===== config.mk =====
export PLATFORM = sky130hd
export DESIGN_NAME = fifo_op_sched
export DESIGN_NICKNAME = d
export VERILOG_FILES = /design/src/rtl/fifo_op_sched_pkg.sv /design/src/rtl/fifo_op_sched.sv
export SDC_FILE = /design/constraint.sdc
export NUM_CORES = 1
export LEC_CHECK = 0
export CORE_MARGIN = 10
export CORE_UTILIZATION = 34
export DETAILED_ROUTE_END_ITERATION = 10
export GPL_TIMING_DRIVEN = 0
export HOLD_SLACK_MARGIN = 0.15
export PLACE_DENSITY = 0.74
export SETUP_SLACK_MARGIN = 0.15
export SLEW_MARGIN = 10
export SYNTH_ARGS = -nofsm -noshare
export SYNTH_HDL_FRONTEND = slang
export SYNTH_SLANG_ARGS = --single-unit

===== constraint.sdc =====
create_clock -name CLK -period 1.2 [get_ports CLK]
set_input_delay 0.24 -clock CLK [delete_from_list [all_inputs] [get_ports CLK]]
set_output_delay 0.24 -clock CLK [all_outputs]
set_load 0.01 [all_outputs]

===== src/rtl/fifo_op_sched_pkg.sv =====
// Shared constants for the three-FIFO single-bit operator scheduler:
// bus address map, operator encodings and controller states.
package fifo_op_sched_pkg;

    localparam logic [2:0] ADDR_A      = 3'd4;
    localparam logic [2:0] ADDR_B      = 3'd5;
    localparam logic [2:0] ADDR_RUN    = 3'd6;
    localparam logic [2:0] ADDR_CLR    = 3'd7;

    localparam logic [2:0] RD_A_FULLN  = 3'd0;
    localparam logic [2:0] RD_B_FULLN  = 3'd1;
    localparam logic [2:0] RD_Y_EMPTYN = 3'd2;
    localparam logic [2:0] RD_Y_DATA   = 3'd3;
    localparam logic [2:0] RD_RUN      = 3'd6;
    localparam logic [2:0] RD_ERR      = 3'd7;

    localparam logic [1:0] OP_OR       = 2'd0;
    localparam logic [1:0] OP_AND      = 2'd1;
    localparam logic [1:0] OP_XOR      = 2'd2;
    localparam logic [1:0] OP_RSVD     = 2'd3;

    typedef enum logic [1:0] {
        ST_RUN   = 2'd0,
        ST_HALT  = 2'd1,
        ST_CLEAR = 2'd2
    } state_t;

endpackage


===== src/rtl/fifo_op_sched.sv =====
// Bus-facing sequencer for the A/B operand FIFOs and Y result FIFO.
//   state    | meaning
//   ST_RUN   | operator fires whenever both operands and result space exist
//   ST_HALT  | bus traffic only, operator never fires
//   ST_CLEAR | fifo_clr held for CLR_CYCLES cycles, bus stalled, then RUN
module fifo_op_sched
    import fifo_op_sched_pkg::*;
#(
    parameter logic [1:0]  OP         = 2'd0,
    parameter int unsigned CLR_CYCLES = 2
) (
    input  logic       CLK,
    input  logic       RST_N,
    input  logic [2:0] write_address,
    input  logic       write_data,
    input  logic       write_en,
    output logic       write_rdy,
    input  logic [2:0] read_address,
    input  logic       read_en,
    output logic       read_data,
    output logic       read_rdy,
    input  logic       a_full_n,
    input  logic       a_empty_n,
    input  logic       a_dout,
    input  logic       b_full_n,
    input  logic       b_empty_n,
    input  logic       b_dout,
    input  logic       y_full_n,
    input  logic       y_empty_n,
    input  logic       y_dout,
    output logic       a_enq,
    output logic       a_deq,
    output logic       a_din,
    output logic       b_enq,
    output logic       b_deq,
    output logic       b_din,
    output logic       y_enq,
    output logic       y_deq,
    output logic       y_din,
    output logic       fifo_clr
);

    localparam logic [3:0] CLR_LOAD = 4'(CLR_CYCLES - 1);

    state_t     state_q, state_d;
    logic [3:0] clr_cnt_q, clr_cnt_d;
    logic       err_q, err_d;
    logic       in_clear, wr_acc, rd_acc, fire, op_res, rd_val;

    assign in_clear = (state_q == ST_CLEAR);

    always_comb begin
        write_rdy = 1'b0;
        if (!in_clear) begin
            case (write_address)
                ADDR_A:  write_rdy = a_full_n;
                ADDR_B:  write_rdy = b_full_n;
                default: write_rdy = 1'b1;
            endcase
        end
    end

    assign read_rdy = !in_clear;
    assign wr_acc   = write_en && write_rdy;
    assign rd_acc   = read_en && read_rdy;

    assign fire = (state_q == ST_RUN) && a_empty_n && b_empty_n && y_full_n;

    // Reserved encoding falls through to OR.
    always_comb begin
        case (OP)
            OP_AND:  op_res = a_dout & b_dout;
            OP_XOR:  op_res = a_dout ^ b_dout;
            default: op_res = a_dout | b_dout;
        endcase
    end

    assign a_enq    = wr_acc && (write_address == ADDR_A);
    assign b_enq    = wr_acc && (write_address == ADDR_B);
    assign a_din    = a_enq & write_data;
    assign b_din    = b_enq & write_data;
    assign a_deq    = fire;
    assign b_deq    = fire;
    assign y_enq    = fire;
    assign y_din    = fire & op_res;
    assign y_deq    = rd_acc && (read_address == RD_Y_DATA) && y_empty_n;
    assign fifo_clr = in_clear;

    always_comb begin
        state_d   = state_q;
        clr_cnt_d = clr_cnt_q;
        case (state_q)
            ST_RUN, ST_HALT: begin
                if (wr_acc && (write_address == ADDR_RUN)) begin
                    state_d = write_data ? ST_RUN : ST_HALT;
                end else if (wr_acc && (write_address == ADDR_CLR) && write_data) begin
                    state_d   = ST_CLEAR;
                    clr_cnt_d = CLR_LOAD;
                end
            end
            ST_CLEAR: begin
                if (clr_cnt_q == 4'd0) state_d = ST_RUN;
                else                   clr_cnt_d = clr_cnt_q - 4'd1;
            end
            default: state_d = ST_RUN;
        endcase
    end

    // A set in the same cycle as a read-7 clear wins so no error is lost.
    always_comb begin
        err_d = err_q;
        if (in_clear) begin
            err_d = 1'b0;
        end else begin
            if (rd_acc && (read_address == RD_ERR)) err_d = 1'b0;
            if (wr_acc && (write_address < ADDR_A)) err_d = 1'b1;
            if (rd_acc && (read_address == RD_Y_DATA) && !y_empty_n) err_d = 1'b1;
        end
    end

    always_comb begin
        rd_val = 1'b0;
        case (read_address)
            RD_A_FULLN:  rd_val = a_full_n;
            RD_B_FULLN:  rd_val = b_full_n;
            RD_Y_EMPTYN: rd_val = y_empty_n;
            RD_Y_DATA:   rd_val = y_empty_n & y_dout;
            RD_RUN:      rd_val = (state_q == ST_RUN);
            RD_ERR:      rd_val = err_q;
            default:     rd_val = 1'b0;
        endcase
    end

    always_ff @(posedge CLK or negedge RST_N) begin
        if (!RST_N) begin
            state_q   <= ST_RUN;
            clr_cnt_q <= 4'd0;
            err_q     <= 1'b0;
            read_data <= 1'b0;
        end else begin
            state_q   <= state_d;
            clr_cnt_q <= clr_cnt_d;
            err_q     <= err_d;
            if (rd_acc) read_data <= rd_val;
        end
    end

endmodule

==> impl_results.md, run 1 <==
- Die extent in y: 62.8 um
- FMAX: 626 MHz
- Top Ports: 33
- Final hold viol count: 0
- Die X: 62.8 um
- CTS max path bufs: 2
- Leakage: 0.535 nW
- Max Fanout on Critical Path: 5
- Cell taking the most area after synthesis: dfrtp_1
- Avg Inst Size Synth: 9.57 um^2
- Synth async-reset ratio: 100%
- Worst reg2reg path depth: 6
- Peak VDD IR: 0.000970 V
- Vias in the first global route: 722
- CP arrival: 1.36 ns
- Post-synthesis cell count: 65
- Area grow syn2layout: 94.2%
- Detailed-placement wirelength estimate: 1550 um
- Via density: 4.90
- Crit Path Class: reg -> out
- Synth Register Bits: 8
- Initial Util: 36.0%
- Worst-Skew Late Latency: 0.25 ns
- Register area share after synthesis: 32.2%
- Crit start category: register
- Synth top area cells: dfrtp_1 32%, nor4_4 6.8%, ha_1 4.0%
- Fin cells: 138
- Detailed Route Iter0 Violations: 3
- Maxcap violations: 0
- Clock tree from TritonCTS: yes
- Final WS setup: -0.396 ns
- PD cells: 1280 mW/mm^2
- Clock-pin slew on the worst setup and hold paths: 0.05 ns
- Final ANT Viol Nets: 0
- Synthesized area: 622 um^2
- Failing checks: setup timing
- Tmin final: 1.60 ns
- Syn Nets: 87
- Final Skew: 0.00127 ns
- WL per Instance: 15.3 um
- Initial antenna violation count: 0
- Synth top area share: 32.2%
- Final Wtd Congestion: 0.725
- Input/output buffers: 32
- CTS Buf Count: 3
- Drt total wl: 2110 um
- Site Rows: 15
- RSZ-0062 raised after global routing: yes
- CTS root buf: clkbuf_4
- FF-to-FF Start: state_q[1]
- Final Cycle Share: 133%
- CP required: 0.96 ns
- # setup viols final: 19
- Number of synthesized flops with an enable pin: 0
- GRT Residual Overflow: 0
- Initial DRT Pass Iterations: 4
- Final instance area: 0.00121 mm^2
- Synth Flop Type: dfrtp_1
- Max-Slew Margin vs Limit: 75.4%
- Maximum number of pins on one net before global-route repair: 9
- ANT cells: 0
- Final Total Pwr: 0.00154 W
- Die area: 0.00394 mm^2
- Vias: 676
- Placed insts: 122
- First-pass GRT wire length: 3520 um
- Critical Path Sink Type: primary output
- Warnings, synthesis: 0
- Total track usage: 11.0%
- Min-Delay Path Class: in -> async
- Worst-margin pin slew: 0.368 ns
- H-tree lvl count: 1
- R2r endpoint: clr_cnt_q[2]
- Final Max Slew Viols: 0
- Clock sink count: 8
- NumNets Final: 137
- Post-route DRC: 0
- Worst R2R Setup Slack: -0.20 ns
- Placed instance area: 0.00101 mm^2
- CTS Hold Buffers Added: 0
- Share of cells above drive strength 1: 53.1%
- Status: complete, but fails checks
- Synth cell types: 34
- Core Area: 0.00173 mm^2
logic make-up (layout without fill, tap and decap cells):
group	count (synthesis)	in the layout	share of synthesized area (%)
AND/OR/NAND/NOR	28	28	32.6
flip-flops	8	8	32.2
adder cells (fa/ha/maj)	2	2	4.02
buffers and inverters	10	58	9.86
AO/OA/AOI/OAI	14	14	16.3
multiplexers	3	3	5.03
through the flow:
| stage | utilization (%) | hold slack (ns) | TNS (ns) | setup WS, ns |
|---|---|---|---|---|
| 3_5_place_dp | 58.3 | 0.537 | -12.08 | -0.944 |
| 3_3_place_gp | 58.3 | 0.529 | -11.49 | -0.906 |
| 6_report | 69.9 | 0.266 | -4.53 | -0.396 |
| 2_1_floorplan | - | -0.0556 | -1.10 | -0.254 |
| 4_1_cts | 66.5 | 0.273 | -4.46 | -0.392 |
| 5_1_grt | 69.9 | 0.274 | -5.89 | -0.479 |
critical path: stages, from the launching register on:
cell      delay (ns)
dfrtp_1         0.37
nand2b_4        0.16
buf_8           0.12
inv_8           0.04
nor4_4          0.14
and2_4          0.18
buf_6           0.09
cell type report:
type                    instances  area, um^2
fillers                       140         519
multi-input cells              47         472
repair buffers                 45         409
flip-flops and latches          8         201
plain buffers                   3        37.5
inverters                       7        33.8
well taps                      25        31.3
clock buffers                   3        22.5
power breakdown:
part           switching [W]  leakage [nW]  total [W]  internal [W]
logic               0.000399         0.423   0.000882      0.000483
registers          0.0000832        0.0977   0.000456      0.000373
clock network      0.0000900        0.0138   0.000204      0.000114
total               0.000572         0.535    0.00154      0.000970
cells in the final DEF, fill, tap and decap left out, drive strengths merged, types with 3 or more instances in the layout:
cell,Yosys,layout
a21oi,4,4
nand2b,3,3
nor2,3,3
clkbuf,0,3
dlygate4sd2,0,11
buf,3,29
nor3,4,4
dfrtp,8,8
nand3,3,3
clkdlybuf4s50,0,8
inv,7,7
nand2,4,4
registers in the layout (all words and copies together) (netlist names):
register	flops
read_data	1
err_q	1
state_q	2
clr_cnt_q	4
per-layer routing:
layer / routed length, um / vias to the layer above / share of wire, % / global-route usage, %
met5: 0 / - / 0 / 0
met4: 27 / 0 / 1.3 / 4.19
met3: 83 / 2 / 3.9 / 2.87
met2: 1060 / 25 / 50 / 19.4
met1: 936 / 312 / 44 / 12.2
li1: - / 337 / - / -
worst max path at each step:
stage | from | end | slack [ns] | cells past startpoint
after global placement | write_address[2] | b_din | -0.91 | 5
after floorplan | state_q[1] | a_din | -0.25 | 5
after CTS | state_q[1] | y_din | -0.39 | 5
after detailed placement | write_address[2] | a_din | -0.94 | 5
final | state_q[0] | a_din | -0.40 | 6
after global routing | state_q[0] | y_din | -0.48 | 5
synthesized netlist by cell type (3+ instances only):
master and number:
a21oi_1 4, dfrtp_1 8, inv_1 6, nand2_1 3, nand3_1 3, nor2_1 3
nor3_1 4
timing repair:
action,in CTS,in global routing
gates resized for setup,84,13
endpoints found under the hold margin,0,0
setup buffers,11,2
endpoints found under the setup margin,21,21
pin swaps,14,10
gates cloned,0,0
Note: power is estimated with default switching activity, not from simulation.
==> inputs of run 2 (changes only) <==
Settings changed: CORE_MARGIN 10 to unset, GPL_TIMING_DRIVEN 0 to unset.
==> run 2 against run 1 <==
Net effect:
- highest routed layer unchanged
- sequential share of layout area fell by 2.6 points
- first-iteration DRC count up 100%
- largest power group unchanged
- design area increased by 18%
- register-to-register slack got worse by 0.07 ns
- critical path depth stayed put
- core utilization increased by 13 points
- clock skew grew 0.0092 ns
- total power is 17% higher
- sequential cell count did not move
- combinational power increased by 30%
- via count up 18%
- the flow still finishes with violations (setup timing)
==> impl_results.md, run 2 (synthesized netlist as in run 1, its figures left out) <==
- Status: complete, but fails checks
- Failing checks: setup timing
- Most frequent cells in the layout: 23 x buf_6, 22 x buf_4, 13 x clkdlybuf4s50_1, 8 x dfrtp_1, 5 x buf_2
- WL per Instance: 15.4 um
- CTS max path bufs: 2
- Worst Setup SP: state_q[1]
- Die area: 0.00200 mm^2
- Grt met1 use: 24.4%
- Top Ports: 33
- Sw Ratio: 37.6%
- Final hold viol count: 0
- Max Fanout on Critical Path: 4
- GR peak layer: met2
- Peak VDD IR: 0.00140 V
- Gate power share: 63.8%
- Final WS setup: -0.324 ns
- Site Rows: 15
- Fin cells: 159
- Placed instance area: 0.00115 mm^2
- Pint: 0.00113 W
- Clock sink count: 8
- CTS Buf Count: 3
- Initial DRT Pass Iterations: 3
- CP required: 0.96 ns
- Crit start category: register
- Sw power: 0.000681 W
- Maximum number of pins on one net before global-route repair: 9
- Initial antenna violation count: 0
- # setup viols final: 19
- Biggest register: clr_cnt_q
- Worst-Skew Late Latency: 0.25 ns
- Clock tree from TritonCTS: yes
- Input/output buffers: 32
- Core Area: 0.00173 mm^2
- Biggest regs: clr_cnt_q: 4 flops, state_q: 2 flops
- Share of cells above drive strength 1: 63.4%
- Maxcap violations: 0
- Vias in the first global route: 839
- Die extent in y: 44.8 um
- Via density: 5.03
- ANT cells: 0
- Final instance area: 0.00143 mm^2
- H-tree lvl count: 1
- Max reg flops: 4
- Detailed Route Iter0 Violations: 6
- Final Skew: 0.0105 ns
- FMAX: 656 MHz
- Die X: 44.8 um
- Vias: 799
- GRT Residual Overflow: 0
- Min-Delay Path Class: in -> async
- Tmin final: 1.52 ns
- Max-Slew Margin vs Limit: 68.8%
- Final Max Slew Viols: 0
- CTS Hold Buffers Added: 0
- RSZ-0062 raised after global routing: yes
- PD cells: 1270 mW/mm^2
- Area grow syn2layout: 129%
- Detailed-placement wirelength estimate: 1420 um
- Crit Path Class: reg -> out
- Post-route DRC: 0
- Final Wtd Congestion: 0.793
- Clock power share: 10.7%
- Setup_tns: -4.92 ns
- Final ANT Viol Nets: 0
- Placed insts: 142
- Initial Util: 36.0%
- Total track usage: 23.9%
- Met3 Usage GRT: 5.60%
- Clock-pin slew on the worst setup and hold paths: 0.05 ns
- FF-to-FF Start: state_q[1]
- Part of the power in registers: 25.5%
- Worst hold slack: 0.259 ns
- Leakage: 0.648 nW
- Grt met2 use: 45.6%
- CP arrival: 1.28 ns
- Drt total wl: 2440 um
- NumNets Final: 158
- First-pass GRT wire length: 3520 um
- CTS root buf: clkbuf_4
- Worst-margin pin slew: 0.464 ns
- Commonest non-fill, non-tap cell in the layout: buf_6
- Final Cycle Share: 127%
- Critical Path Sink Type: primary output
-- run 2: changes by cell type in the layout (fill, tap and decap cells not counted), moves of 2 or more --
cell             before  now
dlygate4sd2_1        11    3
buf_6                16   23
clkbuf_2              0    2
clkdlybuf4s50_1       8   13
buf_4                 6   22
-- run 2: critical path, cell delays in order (launching register included) --
cell and delay, ns:
dfrtp_1 0.41, nand2b_4 0.13, inv_8 0.05, buf_4 0.13, buf_6 0.11, buf_6 0.10
buf_6 0.11
-- run 2: per-layer routing --
layer / up-vias / part of all wire, %
met5: - / 0
met4: 0 / 2.1
met3: 4 / 6.1
met2: 32 / 55
met1: 382 / 37
li1: 381 / -
-- run 2: worst paths after layout --
path                                end  slack, ns  depth (start not counted)
min reg2reg                       err_q       0.57                          1
max reg2reg                       err_q      -0.27                          6
min in group CLK             state_q[0]       0.51                          4
max                            fifo_clr      -0.32                          6
min                           read_data       0.26                          1
max in group asynchronous  clr_cnt_q[3]       0.68                          1
-- run 2: power by group through the flow --
stage / logic, W / clock network (W) / registers, W
final: 0.00115 / 0.000194 / 0.000461
after global routing: 0.00123 / 0.000212 / 0.000466
after CTS: 0.000992 / 0.000203 / 0.000452
after detailed placement: 0.000787 / 0 / 0.000449
after global placement: 0.000762 / 0 / 0.000446
after floorplan: 0.000422 / 0 / 0.000443
-- run 2: cell type report --
type / count / area [um^2]
repair buffers: 69 / 627
multi-input cells: 47 / 512
fillers: 102 / 300
flip-flops and latches: 8 / 200
inverters: 7 / 33.8
well taps: 25 / 31.3
clock buffers: 3 / 22.5
-- run 2: repair_timing --
item	4_1_cts	5_1_grt
buffers inserted	10	4
setup endpoints to repair	21	21
pin swaps	16	12
cloned	0	0
resized for setup	94	16
-- run 2: per-stage QoR --
stage / total power [W] / utilization [%] / setup WS, ns
global route: 0.00191 / 82.6 / -0.393
CTS: 0.00165 / 77.5 / -0.348
global placement: 0.00121 / 66.5 / -0.837
finish: 0.00181 / 82.6 / -0.324
floorplan: 0.000866 / - / -0.254
detailed placement: 0.00124 / 66.5 / -0.873
==> inputs of run 3 (changes only) <==
Settings changed: CORE_UTILIZATION 34 to 35, CTS_BUF_LIST set to sky130_fd_sc_hd__clkbuf_4 sky130_fd_sc_hd__clkbuf_8, PLACE_DENSITY 0.74 to 0.76.
==> run 3 against run 2 <==
Net effect:
- the flow finishes with violations (DRC, setup timing)
- hold slack better by 0.0018 ns
- clock skew down 0.0072 ns
- design area down 11%
- critical endpoint is now b_din
- largest cell class unchanged
==> impl_results.md, run 3 (synthesized netlist as in run 1, its figures left out) <==
- Die extent in y: 44.2 um
- Worst R2R Setup Slack: -0.39 ns
- Die area: 0.00195 mm^2
- Final ANT Viol Nets: 0
- Final hold viol count: 0
- WL per Instance: 14.5 um
- First-pass GRT wire length: 3080 um
- Vias in the first global route: 722
- Site Rows: 14
- CP peak stage delay: 0.39 ns
- RSZ-0062 raised after global routing: yes
- Crit-path leading delay family: simple AND/OR/NAND/NOR gates
- Clock power share: 12.0%
- Final Total Pwr: 0.00161 W
- Final Skew: 0.00324 ns
- Worst-margin pin slew: 0.339 ns
- Min-Delay Path Class: in -> async
- Most frequent cells in the layout: 24 x buf_4, 13 x clkdlybuf4s50_1, 13 x buf_6, 8 x dfrtp_1, 7 x buf_2
- Total track usage: 21.7%
- Placed instance area: 0.00113 mm^2
- Clock tree from TritonCTS: yes
- Input/output buffers: 32
- Pint: 0.00101 W
- Filler Cells Inserted: 104
- Maximum number of pins on one net before global-route repair: 9
- Via density: 5.14
- Top cell by count, worst path: buf_6
- Maxcap violations: 0
- Detailed-placement wirelength estimate: 1490 um
- Met3 WL: 152 um
- CTS Hold Buffers Added: 0
- Failing checks: DRC, setup timing
- Met2 wire len: 1190 um
- CP arrival: 1.42 ns
- PD cells: 1270 mW/mm^2
- Biggest regs: clr_cnt_q: 4 flops, state_q: 2 flops
- Crit start category: register
- Routed met1 length: 703 um
- Biggest register: clr_cnt_q
- Clock sink count: 8
- # setup viols final: 19
- Peak VDD IR: 0.000980 V
- Initial DRT Pass Iterations: 7
- Final WS setup: -0.461 ns
- Max Fanout on Critical Path: 3
- Sw power: 0.000599 W
- CP Buf/Inv Count: 3
- Crit-path cells: buf_6 > nand2b_4 > inv_8 > nor4_4 > and2_4 > buf_6
- Commonest non-fill, non-tap cell in the layout: buf_4
- Max reg flops: 4
- FMAX: 602 MHz
- Top layer used by detailed routing: met4
- Die X: 44.2 um
- Initial antenna violation count: 0
- Final Wtd Congestion: 0.799
- Gate power share: 59.9%
- Share of cells above drive strength 1: 55.9%
- CTS Buf Count: 3
- Detailed Route Iter0 Violations: 13
- Max-Slew Margin vs Limit: 77.4%
- Part of the power in registers: 28.1%
- NumNets Final: 151
- Sw Ratio: 37.2%
- Top Ports: 33
- Area grow syn2layout: 104%
- CP required: 0.96 ns
- CTS root buf: clkbuf_4
- Pre-CTS WS: -0.919 ns
- CTS max path bufs: 2
- Post-route DRC: 5
- Critical Path Sink Type: primary output
- Initial Util: 39.4%
- H-tree lvl count: 1
- Drt total wl: 2070 um
- Crit Path Class: reg -> out
- Leakage: 0.579 nW
- Worst-Skew Late Latency: 0.25 ns
- Vias: 735
- Status: complete, but fails checks
- Core Area: 0.00158 mm^2
- Critical path's slowest cell: dfrtp_1
- Final Cycle Share: 138%
- Final instance area: 0.00127 mm^2
- GRT Residual Overflow: 0
- ANT cells: 0
- Final Max Slew Viols: 0
- Tmin final: 1.66 ns
- Clock-pin slew on the worst setup and hold paths: 0.05 ns
run 3: cell count changes in the layout (fill, tap and decap cells not counted), sizes merged:
cell | previous run | this run
buf | 50 | 44
clkbuf | 5 | 4
clkdlybuf4s15 | 1 | 0
dlygate4sd2 | 3 | 4
run 3: routing by layer:
metal	global-route usage, %	up-vias
li1	-	362
met1	19.6	343
met2	45.9	28
met3	6.12	2
met4	4.85	0
met5	0	-
run 3: cell type report:
| type | count | area (um^2) | share of cell area (%) |
|---|---|---|---|
| sequential | 8 | 200 | 15.8 |
| inverter | 7 | 33.8 | 2.66 |
| timing repair buffer | 62 | 532 | 41.9 |
| clock buffer | 3 | 22.5 | 1.77 |
| multi-input combinational | 47 | 462 | 36.4 |
| tap | 16 | 20.0 | 1.58 |
run 3: worst paths after layout:
kind                       startpoint          to  cells past startpoint
max                        state_q[1]       b_din                      6
min                             RST_N  state_q[0]                      1
max reg2reg                state_q[1]       err_q                      7
min reg2reg                     err_q       err_q                      1
max in group asynchronous       RST_N  state_q[1]                      1
min in group CLK                err_q       err_q                      1
run 3: power groups by stage:
stage	Clock, W	Combinational [W]	Sequential (W)
floorplan	0	0.000422	0.000443
global placement	0	0.000756	0.000447
detailed placement	0	0.000776	0.000451
CTS	0.000203	0.000874	0.000453
global route	0.000211	0.00105	0.000464
finish	0.000194	0.000967	0.000453
run 3: repair_timing:
| item | CTS | global route |
|---|---|---|
| setup buffers | 6 | 2 |
| pin swaps | 11 | 7 |
| endpoints found under the hold margin | 0 | 0 |
| gates resized for setup | 81 | 9 |
| endpoints found under the setup margin | 21 | 20 |
run 3: per-stage QoR:
stage	cells	setup TNS, ns	util (%)	hold slack [ns]
finish	143	-5.34	80.6	0.261
global route	143	-6.52	80.6	0.287
CTS	141	-5.14	77.9	0.261
detailed placement	132	-12.07	71.7	0.529
global placement	132	-11.53	71.7	0.523
floorplan	65	-1.10	-	-0.0556
